**config.mk**
```make
export PLATFORM = sky130hd
export DESIGN_NAME = bfsk_demodulator_flat
export DESIGN_NICKNAME = d
export VERILOG_FILES = /design/src/rtl/bfsk_pkg.sv /design/src/rtl/bfsk_demodulator_if.sv /design/src/rtl/hyst_crossing_detector.sv /design/src/rtl/bfsk_demodulator.sv /design/src/flat_wrapper.sv
export SDC_FILE = /design/constraint.sdc
export NUM_CORES = 1
export LEC_CHECK = 0
export CAP_MARGIN = 15
export CORE_ASPECT_RATIO = 2
export CORE_MARGIN = 3
export CORE_UTILIZATION = 50
export DETAILED_ROUTE_END_ITERATION = 6
export DONT_BUFFER_PORTS = 1
export GPL_TIMING_DRIVEN = 1
export PLACE_DENSITY = 0.68
export SYNTH_ARGS = -nofsm -noshare
export SYNTH_HDL_FRONTEND = slang
export SYNTH_SLANG_ARGS = --single-unit
```
**constraint.sdc**
```tcl
create_clock -name CLOCK_50 -period 2.04 [get_ports CLOCK_50]
set_clock_uncertainty 0.15 [all_clocks]
set_input_delay 0.408 -clock CLOCK_50 [delete_from_list [all_inputs] [get_ports CLOCK_50]]
set_output_delay 0.408 -clock CLOCK_50 [all_outputs]
set_load 0.1 [all_outputs]
```
**src/rtl/bfsk_pkg.sv**
```systemverilog
// Shared constants for the BFSK tone generators and the demodulator:
// mid-scale code, default tone periods, decision threshold and FSM encoding.
package bfsk_pkg;

  localparam logic [15:0] MIDSCALE         = 16'd32768;
  localparam int          TONE_PERIOD_FAST = 128;
  localparam int          TONE_PERIOD_SLOW = 256;
  localparam int          TONE_THRESH      = 192;

  typedef enum logic {
    SEARCH  = 1'b0,
    MEASURE = 1'b1
  } state_e;

endpackage

```
**src/rtl/bfsk_demodulator_if.sv**
```systemverilog
// Sample input and decision/status outputs of the BFSK demodulator.
// master: the sample source and the consumer of the decisions. slave: the demodulator.
interface bfsk_demodulator_if #(
  parameter int CNT_W = 10
);
  logic [15:0]      signal;
  logic             bit_out;
  logic             bit_valid;
  logic [CNT_W-1:0] period;
  logic             carrier_lock;
  logic             glitch;
  logic             timeout;

  modport master (
    output signal,
    input  bit_out, bit_valid, period, carrier_lock, glitch, timeout
  );

  modport slave (
    input  signal,
    output bit_out, bit_valid, period, carrier_lock, glitch, timeout
  );
endinterface

```
**src/rtl/hyst_crossing_detector.sv**
```systemverilog
// Registers the incoming sample and flags rising mid-scale crossings.
// A crossing only counts after the sample has first dipped below the lower
// hysteresis bound, so noise around mid-scale cannot produce extra edges.
module hyst_crossing_detector
  import bfsk_pkg::*;
#(
  parameter int HYST = 1024
) (
  input  logic        clk_i,
  input  logic        rst_ni,
  input  logic [15:0] sample_i,
  output logic        crossing_o
);

  localparam logic [15:0] LO_BOUND = 16'(int'(MIDSCALE) - HYST);
  localparam logic [15:0] HI_BOUND = 16'(int'(MIDSCALE) + HYST);

  logic [15:0] sample_q;
  logic        armed_q;
  logic        armed_d;

  // Crossing fires from the armed state; it disarms, taking priority over re-arming.
  always_comb begin
    crossing_o = armed_q && (sample_q >= HI_BOUND);
    armed_d    = armed_q;
    if (crossing_o) begin
      armed_d = 1'b0;
    end else if (sample_q <= LO_BOUND) begin
      armed_d = 1'b1;
    end
  end

  // Input sample register and arming flag.
  always_ff @(posedge clk_i or negedge rst_ni) begin
    if (!rst_ni) begin
      sample_q <= '0;
      armed_q  <= 1'b0;
    end else begin
      sample_q <= sample_i;
      armed_q  <= armed_d;
    end
  end

endmodule

```
**src/rtl/bfsk_demodulator.sv**
```systemverilog
// BFSK demodulator: measures the period between hysteresis-qualified rising
// mid-scale crossings and decodes one bit per completed period (short period
// = 1, long period = 1'b0). Also reports lock, glitch and loss-of-carrier.
module bfsk_demodulator
  import bfsk_pkg::*;
#(
  parameter int HYST       = 1024,
  parameter int THRESH     = TONE_THRESH,
  parameter int MIN_PERIOD = 64,
  parameter int MAX_PERIOD = 512,
  parameter int CNT_W      = 10
) (
  input  logic               CLOCK_50,
  input  logic               RESET_N,
  bfsk_demodulator_if.slave  bus
);

  logic             crossing;
  state_e           state_q, state_d;
  logic [CNT_W-1:0] cnt_q, cnt_d;
  logic [CNT_W-1:0] period_q, period_d;
  logic             bit_out_q, bit_out_d;
  logic             bit_valid_q, bit_valid_d;
  logic             lock_q, lock_d;
  logic             glitch_q, glitch_d;
  logic             timeout_q, timeout_d;

  hyst_crossing_detector #(
    .HYST (HYST)
  ) u_det (
    .clk_i      (CLOCK_50),
    .rst_ni     (RESET_N),
    .sample_i   (bus.signal),
    .crossing_o (crossing)
  );

  // Next-state and output decisions; pulses default low every cycle.
  always_comb begin
    state_d     = state_q;
    cnt_d       = cnt_q;
    period_d    = period_q;
    bit_out_d   = bit_out_q;
    bit_valid_d = 1'b0;
    lock_d      = lock_q;
    glitch_d    = 1'b0;
    timeout_d   = 1'b0;
    unique case (state_q)
      SEARCH: begin
        cnt_d = '0;
        if (crossing) begin
          cnt_d   = CNT_W'(1);
          state_d = MEASURE;
        end
      end
      MEASURE: begin
        if (crossing) begin
          // A crossing exactly at MAX_PERIOD still counts as a valid period.
          if (cnt_q >= CNT_W'(MIN_PERIOD)) begin
            period_d    = cnt_q;
            bit_out_d   = (cnt_q < CNT_W'(THRESH));
            bit_valid_d = 1'b1;
            lock_d      = 1'b1;
          end else begin
            glitch_d = 1'b1;
            lock_d   = 1'b0;
          end
          cnt_d = CNT_W'(1);
        end else if (cnt_q == CNT_W'(MAX_PERIOD)) begin
          timeout_d = 1'b1;
          lock_d    = 1'b0;
          cnt_d     = '0;
          state_d   = SEARCH;
        end else begin
          cnt_d = cnt_q + CNT_W'(1);
        end
      end
      default: begin
        state_d = SEARCH;
        cnt_d   = '0;
      end
    endcase
  end

  // FSM, period counter and registered outputs.
  always_ff @(posedge CLOCK_50 or negedge RESET_N) begin
    if (!RESET_N) begin
      state_q     <= SEARCH;
      cnt_q       <= '0;
      period_q    <= '0;
      bit_out_q   <= 1'b0;
      bit_valid_q <= 1'b0;
      lock_q      <= 1'b0;
      glitch_q    <= 1'b0;
      timeout_q   <= 1'b0;
    end else begin
      state_q     <= state_d;
      cnt_q       <= cnt_d;
      period_q    <= period_d;
      bit_out_q   <= bit_out_d;
      bit_valid_q <= bit_valid_d;
      lock_q      <= lock_d;
      glitch_q    <= glitch_d;
      timeout_q   <= timeout_d;
    end
  end

  assign bus.bit_out      = bit_out_q;
  assign bus.bit_valid    = bit_valid_q;
  assign bus.period       = period_q;
  assign bus.carrier_lock = lock_q;
  assign bus.glitch       = glitch_q;
  assign bus.timeout      = timeout_q;

endmodule

```
**src/flat_wrapper.sv**
```systemverilog
// flat-port wrapper written by rule: the top's interface ports become plain ports
module bfsk_demodulator_flat import bfsk_pkg::*;
#(
  parameter int HYST       = 1024,
  parameter int THRESH     = TONE_THRESH,
  parameter int MIN_PERIOD = 64,
  parameter int MAX_PERIOD = 512,
  parameter int CNT_W      = 10
)
  (CLOCK_50, RESET_N, bus_signal, bus_bit_out, bus_bit_valid, bus_period, bus_carrier_lock, bus_glitch, bus_timeout);
  bfsk_demodulator_if #(.CNT_W(CNT_W)) bus_i ();
  input  logic CLOCK_50;
  input  logic RESET_N;
  input wire logic [$bits(bus_i.signal)-1:0] bus_signal;
  output wire logic [$bits(bus_i.bit_out)-1:0] bus_bit_out;
  output wire logic [$bits(bus_i.bit_valid)-1:0] bus_bit_valid;
  output wire logic [$bits(bus_i.period)-1:0] bus_period;
  output wire logic [$bits(bus_i.carrier_lock)-1:0] bus_carrier_lock;
  output wire logic [$bits(bus_i.glitch)-1:0] bus_glitch;
  output wire logic [$bits(bus_i.timeout)-1:0] bus_timeout;
  assign bus_i.signal = bus_signal;
  assign bus_bit_out = bus_i.bit_out;
  assign bus_bit_valid = bus_i.bit_valid;
  assign bus_period = bus_i.period;
  assign bus_carrier_lock = bus_i.carrier_lock;
  assign bus_glitch = bus_i.glitch;
  assign bus_timeout = bus_i.timeout;
  bfsk_demodulator #(.HYST(HYST), .THRESH(THRESH), .MIN_PERIOD(MIN_PERIOD), .MAX_PERIOD(MAX_PERIOD), .CNT_W(CNT_W)) u_core (.CLOCK_50(CLOCK_50), .RESET_N(RESET_N), .bus(bus_i));
endmodule
```
==> run_results.csv, run 1 <==
group,metric,value,unit
clock_tree,clk_pin_slew,80,ps
critical_path,cp_max_fo,9,
routing,via_per_inst,5.46,
critical_path,cp_slowest_cell,"or4b_4",
yosys,syn_area,1680,um^2
critical_path,path_buf_inv,0,
final_layout,area_growth,25.7,%
yosys,ys.flop_type,"dfrtp_1",
final_layout,final_nets,178,
yosys,async_reset_ff_frac,1.00,
power_and_ir_drop,power.total,1.82,mW
yosys,synth-edff-count,0,
critical_path,crit_type,"reg -> reg",
routing,drc,0,
yosys,syn_inst,121,
sta,holdWs,361,ps
critical_path,worstPathArrival,1960,ps
power_and_ir_drop,p_leak,0.988,nW
power_and_ir_drop,switchingPower,428,uW
clock_tree,cts_tree,"yes",
die,rows,29,
grt,grt_antenna_before_repair,0,
die,dieArea,4130,um^2
placement,hpwl,1980,um
critical_path,worst-r2r-cell-count,4,
critical_path,worstPathCellList,"or4b_4 -> o41ai_4 -> nand2b_2 -> nor2_1",
sta,rsz0062_at_grt,"no",
yosys,ys_seq_area_frac,0.641,
yosys,syn_nets,141,
critical_path,critPathLaunchType,"flop",
final_layout,drive_above_1_share,0.239,
sta,slew_viol_final,0,
routing,vias,1037,
critical_path,timing.rr.start,"u_core.cnt_q[2]",
routing,wire_per_inst,15.7,um
clock_tree,postCtsSetupBuffers,0,
sta,timing.final.crit_share,0.947,
critical_path,critPathRequiredTime,2070,ps
die,core,3190,um^2
yosys,synth_cell_types,35,
yosys,avgSynthCellArea,13.9,um^2
die,die_h,88.0,um
outcome,status,"finished, final reports clean",
flow_run,max_cap_violations,0,
sta,slew-limit-headroom,0.397,
sta,max_freq,518,MHz
power_and_ir_drop,p_clk_frac,0.365,
die,start_util,0.526,
clock_tree,clk_latency,290,ps
placement,portBuffers,0,
critical_path,critPathCaptureType,"flop",
sta,hold_viol_final,0,
power_and_ir_drop,ir_worst_vdd,0.765,mV
critical_path,r2r_slack,110,ps
placement,gp_congestion,0.741,
sta,finalCriticalPeriod,1930,ps
sta,finalSetupTns,0,ps
clock_tree,clock_path_buffers,2,
clock_tree,cts_max_level,2,
grt,grt_max_degree,44,
yosys,synth_seq_cells,43,
critical_path,crit_start,"u_core.cnt_q[2]",
grt,grt_pass1_wl,4700,um
power_and_ir_drop,pwr-share-seq,0.521,
sta,worstMarginPinSlew,904,ps
yosys,yosys_warnings,0,
critical_path,critPathCapture,"u_core.cnt_q[3]",
power_and_ir_drop,p_per_area,863,nW/um^2
clock_tree,root_buffer,"clkbuf_8",
die,pin_count,33,
clock_tree,cts_made_buffers,5,
critical_path,crit_family,"simple AND/OR/NAND/NOR gates",
power_and_ir_drop,p_int,1.39,mW
routing,drt_iter0_markers,10,
die,die_x,47.0,um
critical_path,rr_endpoint,"u_core.cnt_q[3]",
routing,antenna_left,0,
grt,grt_pass1_vias,1084,
min_path,min_path_type,"reg -> reg",
power_and_ir_drop,p_comb_frac,0.114,
clock_tree,clkSinkCount,43,
final_layout,diodes,0,
grt,grt_usage,0.164,
grt,grt_overflow,0,
critical_path,path_depth,4,
final_layout,utilization,0.661,
power_and_ir_drop,switching_share,0.235,
routing,wirelength,2990,um
sta,setup_viol,0,
critical_path,slowest_delay,560,ps
routing,drt-pass1-iter-count,3,
-- cell usage after synthesis, types with 3 or more instances --
cell type	instances	area share
dfrtp_1	43	0.64
nor2_1	12	0.027
mux2_4	6	0.054
nand2_1	6	0.013
inv_1	5	0.011
xnor2_1	4	0.021
xor2_1	4	0.021
and3_1	3	0.011
nand4_1	3	0.011
-- per-stage QoR --
stage | setup WS, ps | area, um^2 | cells
after floorplan | 170 | 1680 | 121
after global placement | 107 | 1800 | 164
after detailed placement | 69.5 | 1800 | 164
after CTS | 60.2 | 2110 | 190
after global routing | 14.9 | 2110 | 190
final | 109 | 2110 | 190
-- worst min path at each step --
stage                                   start                   end  slack, ps  depth (start not counted)
floorplan                             RESET_N    u_core.bus.bit_out        -40                          0
global placement                      RESET_N     u_core.bus.glitch        -40                          0
detailed placement                    RESET_N     u_core.bus.glitch        -40                          0
CTS                      u_core.bus.period[6]  u_core.bus.period[6]        370                          2
global route        u_core.u_det.sample_q[15]  u_core.u_det.armed_q        390                          1
finish              u_core.u_det.sample_q[15]  u_core.u_det.armed_q        360                          1
-- worst reg2reg max path: stages (launching register included) --
cell	delay (ps)
dfrtp_1	380
or4b_4	560
o41ai_4	360
nand2b_2	290
nor2_1	80
-- final cells by class --
class	instances	area [um^2]
clock inverter	2	35.0
sequential	43	1080
inverter	5	18.8
clock buffer	6	82.6
fill	234	1080
multi-input combinational	71	564
tap	31	38.8
timing repair buffer	32	295
-- power by group through the flow --
stage | combinational, mW | sequential [mW] | clock (mW)
after floorplan | 0.0990 | 0.973 | 0
after global placement | 0.157 | 0.964 | 0
after detailed placement | 0.163 | 0.966 | 0
after CTS | 0.210 | 0.948 | 0.684
after global routing | 0.229 | 0.958 | 0.714
final | 0.207 | 0.950 | 0.665
-- placed cells by master (no fill, tap or decap), types with 4 or more instances in the layout --
master | synthesis | layout
buf_4 | 0 | 14
clkbuf_8 | 0 | 6
dfrtp_1 | 43 | 43
dlygate4sd3_1 | 0 | 17
inv_1 | 5 | 5
mux2_4 | 6 | 6
nand2_1 | 6 | 6
nor2_1 | 12 | 12
xnor2_1 | 4 | 4
xor2_1 | 4 | 4
-- state kept, by name, summed over array words and instances (netlist names) --
register / cells
u_core.u_det.sample_q: 16
u_core.bus.period: 10
u_core.cnt_q: 10
u_core.bus.bit_out: 1
u_core.bus.bit_valid: 1
u_core.bus.carrier_lock: 1
u_core.bus.glitch: 1
u_core.bus.timeout: 1
u_core.state_q: 1
u_core.u_det.armed_q: 1
-- cells by family after synthesis --
group | share of synthesized area
multiplexers | 0.0671
buffers and inverters | 0.0246
flip-flops | 0.641
adder cells (fa/ha/maj) | 0.0149
AND/OR/NAND/NOR | 0.149
AO/OA/AOI/OAI | 0.0619
XOR/XNOR | 0.0417
-- routing by layer --
layer,GRT usage,share of wire,up-vias
met5,0,0,-
met4,0.0806,0.021,0
met3,0.0597,0.054,7
met2,0.286,0.56,33
met1,0.158,0.36,509
li1,-,-,488
-- what timing repair did --
item	4_1_cts	5_1_grt
endpoints found under the hold margin	59	0
gates resized for setup	0	1
hold buffers	18	0
setup endpoints to repair	0	9
No activity file was read; power rests on OpenSTA's default activity.
==> run 2, diff against run 1 <==
--- a/config.mk
+++ b/config.mk
@@ -5,14 +5,14 @@
 export SDC_FILE = /design/constraint.sdc
 export NUM_CORES = 1
 export LEC_CHECK = 0
+export BUFFER_PORTS_ARGS = -buffer_cell sky130_fd_sc_hd__buf_2
 export CAP_MARGIN = 15
 export CORE_ASPECT_RATIO = 2
 export CORE_MARGIN = 3
 export CORE_UTILIZATION = 50
 export DETAILED_ROUTE_END_ITERATION = 6
-export DONT_BUFFER_PORTS = 1
 export GPL_TIMING_DRIVEN = 1
-export PLACE_DENSITY = 0.68
+export PLACE_DENSITY = 0.76
 export SYNTH_ARGS = -nofsm -noshare
 export SYNTH_HDL_FRONTEND = slang
 export SYNTH_SLANG_ARGS = --single-unit
==> run 2 against run 1 <==
Against the previous run: via count grew 4.0%; critical endpoint is now u_core.cnt_q[9]; largest cell class unchanged; combinational power is 6% lower; final cell count is 4.7% higher.
==> run_results.csv, run 2 (synthesis gave the netlist of run 1 again) <==
group,metric,value,unit
final_layout,area_growth,20.6,%
critical_path,worst-r2r-cell-count,4,
grt,grt_pass1_wl,4840,um
die,pin_count,33,
sta,finalSetupTns,0,ps
die,die_h,88.0,um
power_and_ir_drop,p_per_area,817,nW/um^2
clock_tree,cts_tree,"yes",
clock_tree,clk_latency,290,ps
routing,drc,0,
critical_path,crit_type,"reg -> reg",
grt,grt_antenna_before_repair,0,
die,core,3190,um^2
sta,holdWs,72.0,ps
sta,rsz0062_at_grt,"no",
critical_path,critPathCaptureType,"flop",
final_layout,utilization,0.634,
routing,wirelength,2960,um
grt,grt_max_degree,28,
flow_run,max_cap_violations,0,
sta,setup_viol,0,
critical_path,worstPathArrival,1940,ps
final_layout,largest-register,"u_core.u_det.sample_q",
die,die_x,47.0,um
grt,grt_usage,0.172,
routing,via_per_inst,5.42,
clock_tree,cts_made_buffers,5,
die,rows,29,
clock_tree,clkSinkCount,43,
grt,grt_overflow,0,
power_and_ir_drop,ir_worst_vdd,0.715,mV
final_layout,nFillCells,259,
final_layout,drive_above_1_share,0.369,
placement,gp_congestion,0.788,
outcome,status,"finished, final reports clean",
sta,slew-limit-headroom,0.676,
sta,max_freq,524,MHz
clock_tree,clock_path_buffers,2,
critical_path,critPathLaunchType,"flop",
placement,hpwl,2240,um
min_path,min_path_type,"in -> reg",
die,start_util,0.526,
final_layout,final_nets,187,
critical_path,critPathRequiredTime,2070,ps
final_layout,final_common_cell,"dfrtp_1",
grt,grt_pass1_vias,1142,
final_layout,diodes,0,
sta,hold_viol_final,0,
placement,dp_cells,190,
placement,portBuffers,32,
min_path,hold_depth,1,
clock_tree,root_buffer,"clkbuf_8",
clock_tree,postCtsSetupBuffers,0,
routing,wire_per_inst,14.9,um
routing,antenna_left,0,
final_layout,mostFrequentLayoutCells,"dfrtp_1, buf_2, nor2_1, buf_4",
die,dieArea,4130,um^2
sta,slew_viol_final,0,
sta,timing.final.crit_share,0.935,
clock_tree,cts_max_level,2,
routing,vias,1078,
clock_tree,clk_pin_slew,80,ps
routing,drt_iter0_markers,16,
critical_path,cp_max_fo,9,
routing,drt-pass1-iter-count,4,
power_and_ir_drop,p_leak,1.01,nW
final_layout,largest_register_ff_count,16,
power_and_ir_drop,power.total,1.65,mW
final_layout,fin_cells,199,
sta,finalCriticalPeriod,1910,ps
sta,worstMarginPinSlew,490,ps
## run 2: cell count changes in the layout (fill, tap and decap cells not counted), sizes merged
cell | previous run | this run
buf | 15 | 40
bufinv | 1 | 0
clkinvlp | 0 | 1
dlygate4sd3 | 17 | 1
## run 2: routing by layer
layer  vias to the layer above  GRT usage  wire (um)  part of all wire
li1                        507          -          -                 -
met1                       526      0.165       1020              0.34
met2                        36      0.290       1650              0.56
met3                         9     0.0514        169             0.057
met4                         0      0.126        127             0.043
met5                         -          0          0                 0
## run 2: final timing paths
kind | startpoint | end | slack [ps]
setup / recovery | u_core.cnt_q[2] | u_core.cnt_q[9] | 130
hold / removal | bus_signal[10] | u_core.u_det.sample_q[10] | 70
setup reg to reg | u_core.cnt_q[2] | u_core.cnt_q[9] | 130
hold reg to reg | u_core.u_det.sample_q[15] | u_core.u_det.armed_q | 350
max in group asynchronous | RESET_N | u_core.u_det.sample_q[7] | 860
min in group asynchronous | RESET_N | u_core.bus.period[8] | 410
## run 2: critical path, stage by stage (launching register included)
cell      delay, ps
dfrtp_1         390
or4b_4          570
o41ai_4         330
nand2b_2        280
nor2_1           70
## run 2: power breakdown
part	internal, mW	leakage [nW]	total (mW)	switching [mW]
Sequential	0.905	0.549	0.952	0.0478
Clock	0.239	0.0412	0.506	0.268
Combinational	0.0841	0.423	0.195	0.111
## run 2: area by class of cell
| cell class | instances | area, um^2 | share of cell area |
|---|---|---|---|
| multi-input combinational | 71 | 564 | 0.279 |
| timing repair buffer | 41 | 243 | 0.120 |
| inverter | 5 | 18.8 | 0.00926 |
| clock inverter | 2 | 12.5 | 0.00618 |
| clock buffer | 6 | 72.6 | 0.0358 |
| tap | 31 | 38.8 | 0.0191 |
| sequential | 43 | 1080 | 0.531 |
## run 2: through the flow
stage / cell area, um^2 / setup slack, ps
2_1_floorplan: 1680 / 170
3_3_place_gp: 1930 / 111
3_5_place_dp: 1930 / 39.6
4_1_cts: 2020 / 18.9
5_1_grt: 2030 / 57.7
6_report: 2030 / 132
## run 2: repair_timing
item,4_1_cts,5_1_grt
hold endpoints to repair,16,0
resized for setup,0,1
endpoints found under the setup margin,0,9
hold buffers,1,0
==> run 3, diff against run 2 <==
--- a/config.mk
+++ b/config.mk
@@ -13,6 +13,7 @@
 export DETAILED_ROUTE_END_ITERATION = 6
 export GPL_TIMING_DRIVEN = 1
 export PLACE_DENSITY = 0.76
+export SETUP_SLACK_MARGIN = 0.4
 export SYNTH_ARGS = -nofsm -noshare
 export SYNTH_HDL_FRONTEND = slang
 export SYNTH_SLANG_ARGS = --single-unit
==> constraint.sdc (replaced) <==
create_clock -name CLOCK_50 -period 2 [get_ports CLOCK_50]
set_clock_uncertainty 0.15 [all_clocks]
set_input_delay 0.2 -clock CLOCK_50 [delete_from_list [all_inputs] [get_ports CLOCK_50]]
set_output_delay 0.2 -clock CLOCK_50 [all_outputs]
set_load 0.1 [all_outputs]
==> run 3 against run 2 <==
Against the previous run: count of clock-buffer cells in the layout unchanged; register-to-register slack got worse by 50 ps; total power increased by 15%; first-iteration DRC count decreased by 44%; via count increased by 10%; largest cell class unchanged; largest power group unchanged.
==> run_results.csv, run 3 (synthesis gave the netlist of run 1 again) <==
group,metric,value,unit
critical_path,critPathRequiredTime,2080,ps
critical_path,slowest_delay,570,ps
sta,finalSetupTns,0,ps
final_layout,multi_input_area,633,um^2
clock_tree,cts_made_buffers,5,
die,start_util,0.526,
final_layout,largest_register_ff_count,16,
clock_tree,cts_tree,"yes",
clock_tree,clk_pin_slew,80,ps
clock_tree,clk_latency,290,ps
clock_tree,clkSinkCount,43,
outcome,status,"finished, final reports clean",
final_layout,drive_above_1_share,0.432,
die,die_h,88.0,um
routing,via_per_inst,5.33,
placement,hpwl,2180,um
routing,vias,1189,
final_layout,largest-register,"u_core.u_det.sample_q",
grt,grt_antenna_before_repair,0,
final_layout,diodes,0,
critical_path,path_buf_inv,1,
critical_path,timing.rr.start,"u_core.u_det.sample_q[12]",
critical_path,path_depth,5,
final_layout,seq_area,1080,um^2
critical_path,crit_type,"reg -> reg",
sta,holdWs,352,ps
critical_path,crit_family,"simple AND/OR/NAND/NOR gates",
clock_tree,clock_path_buffers,2,
grt,grt_overflow,0,
clock_tree,root_buffer,"clkbuf_8",
grt,grt_pass1_vias,1251,
power_and_ir_drop,p_per_area,817,nW/um^2
sta,slew-limit-headroom,0.649,
sta,finalCriticalPeriod,1920,ps
critical_path,cp_max_fo,5,
sta,slew_viol_final,0,
critical_path,critPathLaunchType,"flop",
sta,worstMarginPinSlew,527,ps
routing,drt_iter0_markers,9,
grt,grt_usage,0.193,
sta,setup_viol,0,
sta,hold_viol_final,0,
routing,wirelength,3740,um
sta,timing.final.crit_share,0.960,
sta,rsz0062_at_grt,"yes",
critical_path,cp_slowest_cell,"or4_4",
final_layout,nFillCells,204,
die,pin_count,33,
die,core,3190,um^2
routing,wire_per_inst,16.8,um
final_layout,mostFrequentLayoutCells,"dfrtp_1, buf_2, dlygate4sd3_1, buf_4, nor2_2",
flow_run,max_cap_violations,0,
final_layout,final_common_cell,"dfrtp_1",
routing,drc,0,
critical_path,worst-r2r-cell-count,5,
grt,grt_pass1_wl,5530,um
critical_path,worstPathArrival,2000,ps
clock_tree,cts_max_level,2,
power_and_ir_drop,ir_worst_vdd,0.663,mV
critical_path,crit_start,"u_core.u_det.sample_q[12]",
final_layout,area_growth,39.0,%
critical_path,critPathCaptureType,"flop",
placement,portBuffers,32,
routing,drt-pass1-iter-count,4,
critical_path,worstPathCellList,"or4_4 -> o211ai_1 -> buf_4 -> nand2b_4 -> nor2b_1",
grt,grt_max_degree,44,
die,die_x,47.0,um
min_path,min_path_type,"in -> async",
power_and_ir_drop,p_leak,1.14,nW
final_layout,final_nets,211,
placement,gp_congestion,0.766,
die,rows,29,
sta,max_freq,521,MHz
routing,antenna_left,0,
die,dieArea,4130,um^2
run 3: cell types whose count changed in the layout (fill, tap and decap cells not counted), sizes merged:
cell,previous run,this run
clkinvlp,1,0
buf,40,47
nand2b,2,3
bufinv,0,1
dlygate4sd3,1,17
run 3: final timing paths:
check	slack, ps	end
hold / removal	350	u_core.bus.bit_out
min in group CLOCK_50	350	u_core.u_det.armed_q
setup reg to reg	80	u_core.cnt_q[5]
setup / recovery	80	u_core.cnt_q[5]
max in group asynchronous	980	u_core.cnt_q[1]
hold reg to reg	350	u_core.u_det.armed_q
run 3: worst register-to-register path, cell delays in order (launching register included):
cell	delay, ps
dfrtp_1	390
or4_4	570
o211ai_1	300
buf_4	230
nand2b_4	100
nor2b_1	120
run 3: area by class of cell:
type                            count  share of cell area
Clock buffer                        6              0.0354
Clock inverter                      2              0.0150
Inverter                            5             0.00804
Multi-Input combinational cell     72               0.271
Sequential cell                    43               0.461
Tap cell                           31              0.0166
Timing Repair Buffer               64               0.193
run 3: metal layers:
metal | up-vias | wire length, um | track usage
li1 | 557 | - | -
met1 | 583 | 1180 | 0.196
met2 | 39 | 2300 | 0.347
met3 | 10 | 146 | 0.0432
met4 | 0 | 112 | 0.0907
met5 | - | 0 | 0
run 3: power by group:
group | switching, mW | leakage (nW) | internal (mW)
Clock | 0.275 | 0.0612 | 0.404
Combinational | 0.131 | 0.530 | 0.124
Sequential | 0.0506 | 0.549 | 0.923
Total | 0.457 | 1.14 | 1.45
run 3: what timing repair did:
action                     in CTS  in global routing
setup buffers                   5                  3
hold buffers                   17                  0
setup endpoints to repair      26                 27
pin swaps                       4                  5
hold endpoints to repair       59                  0
gates resized for setup         7                 11
gates cloned                    1                  0
run 3: through the flow:
stage	std cells	total power, mW	utilization	setup slack (ps)	instance area (um^2)
global route	223	2.00	0.731	-4.13	2330
floorplan	121	1.10	-	130	1690
CTS	220	1.89	0.710	127	2270
finish	223	1.91	0.731	80.0	2330
global placement	189	1.17	0.600	168	1920
detailed placement	189	1.18	0.600	109	1920
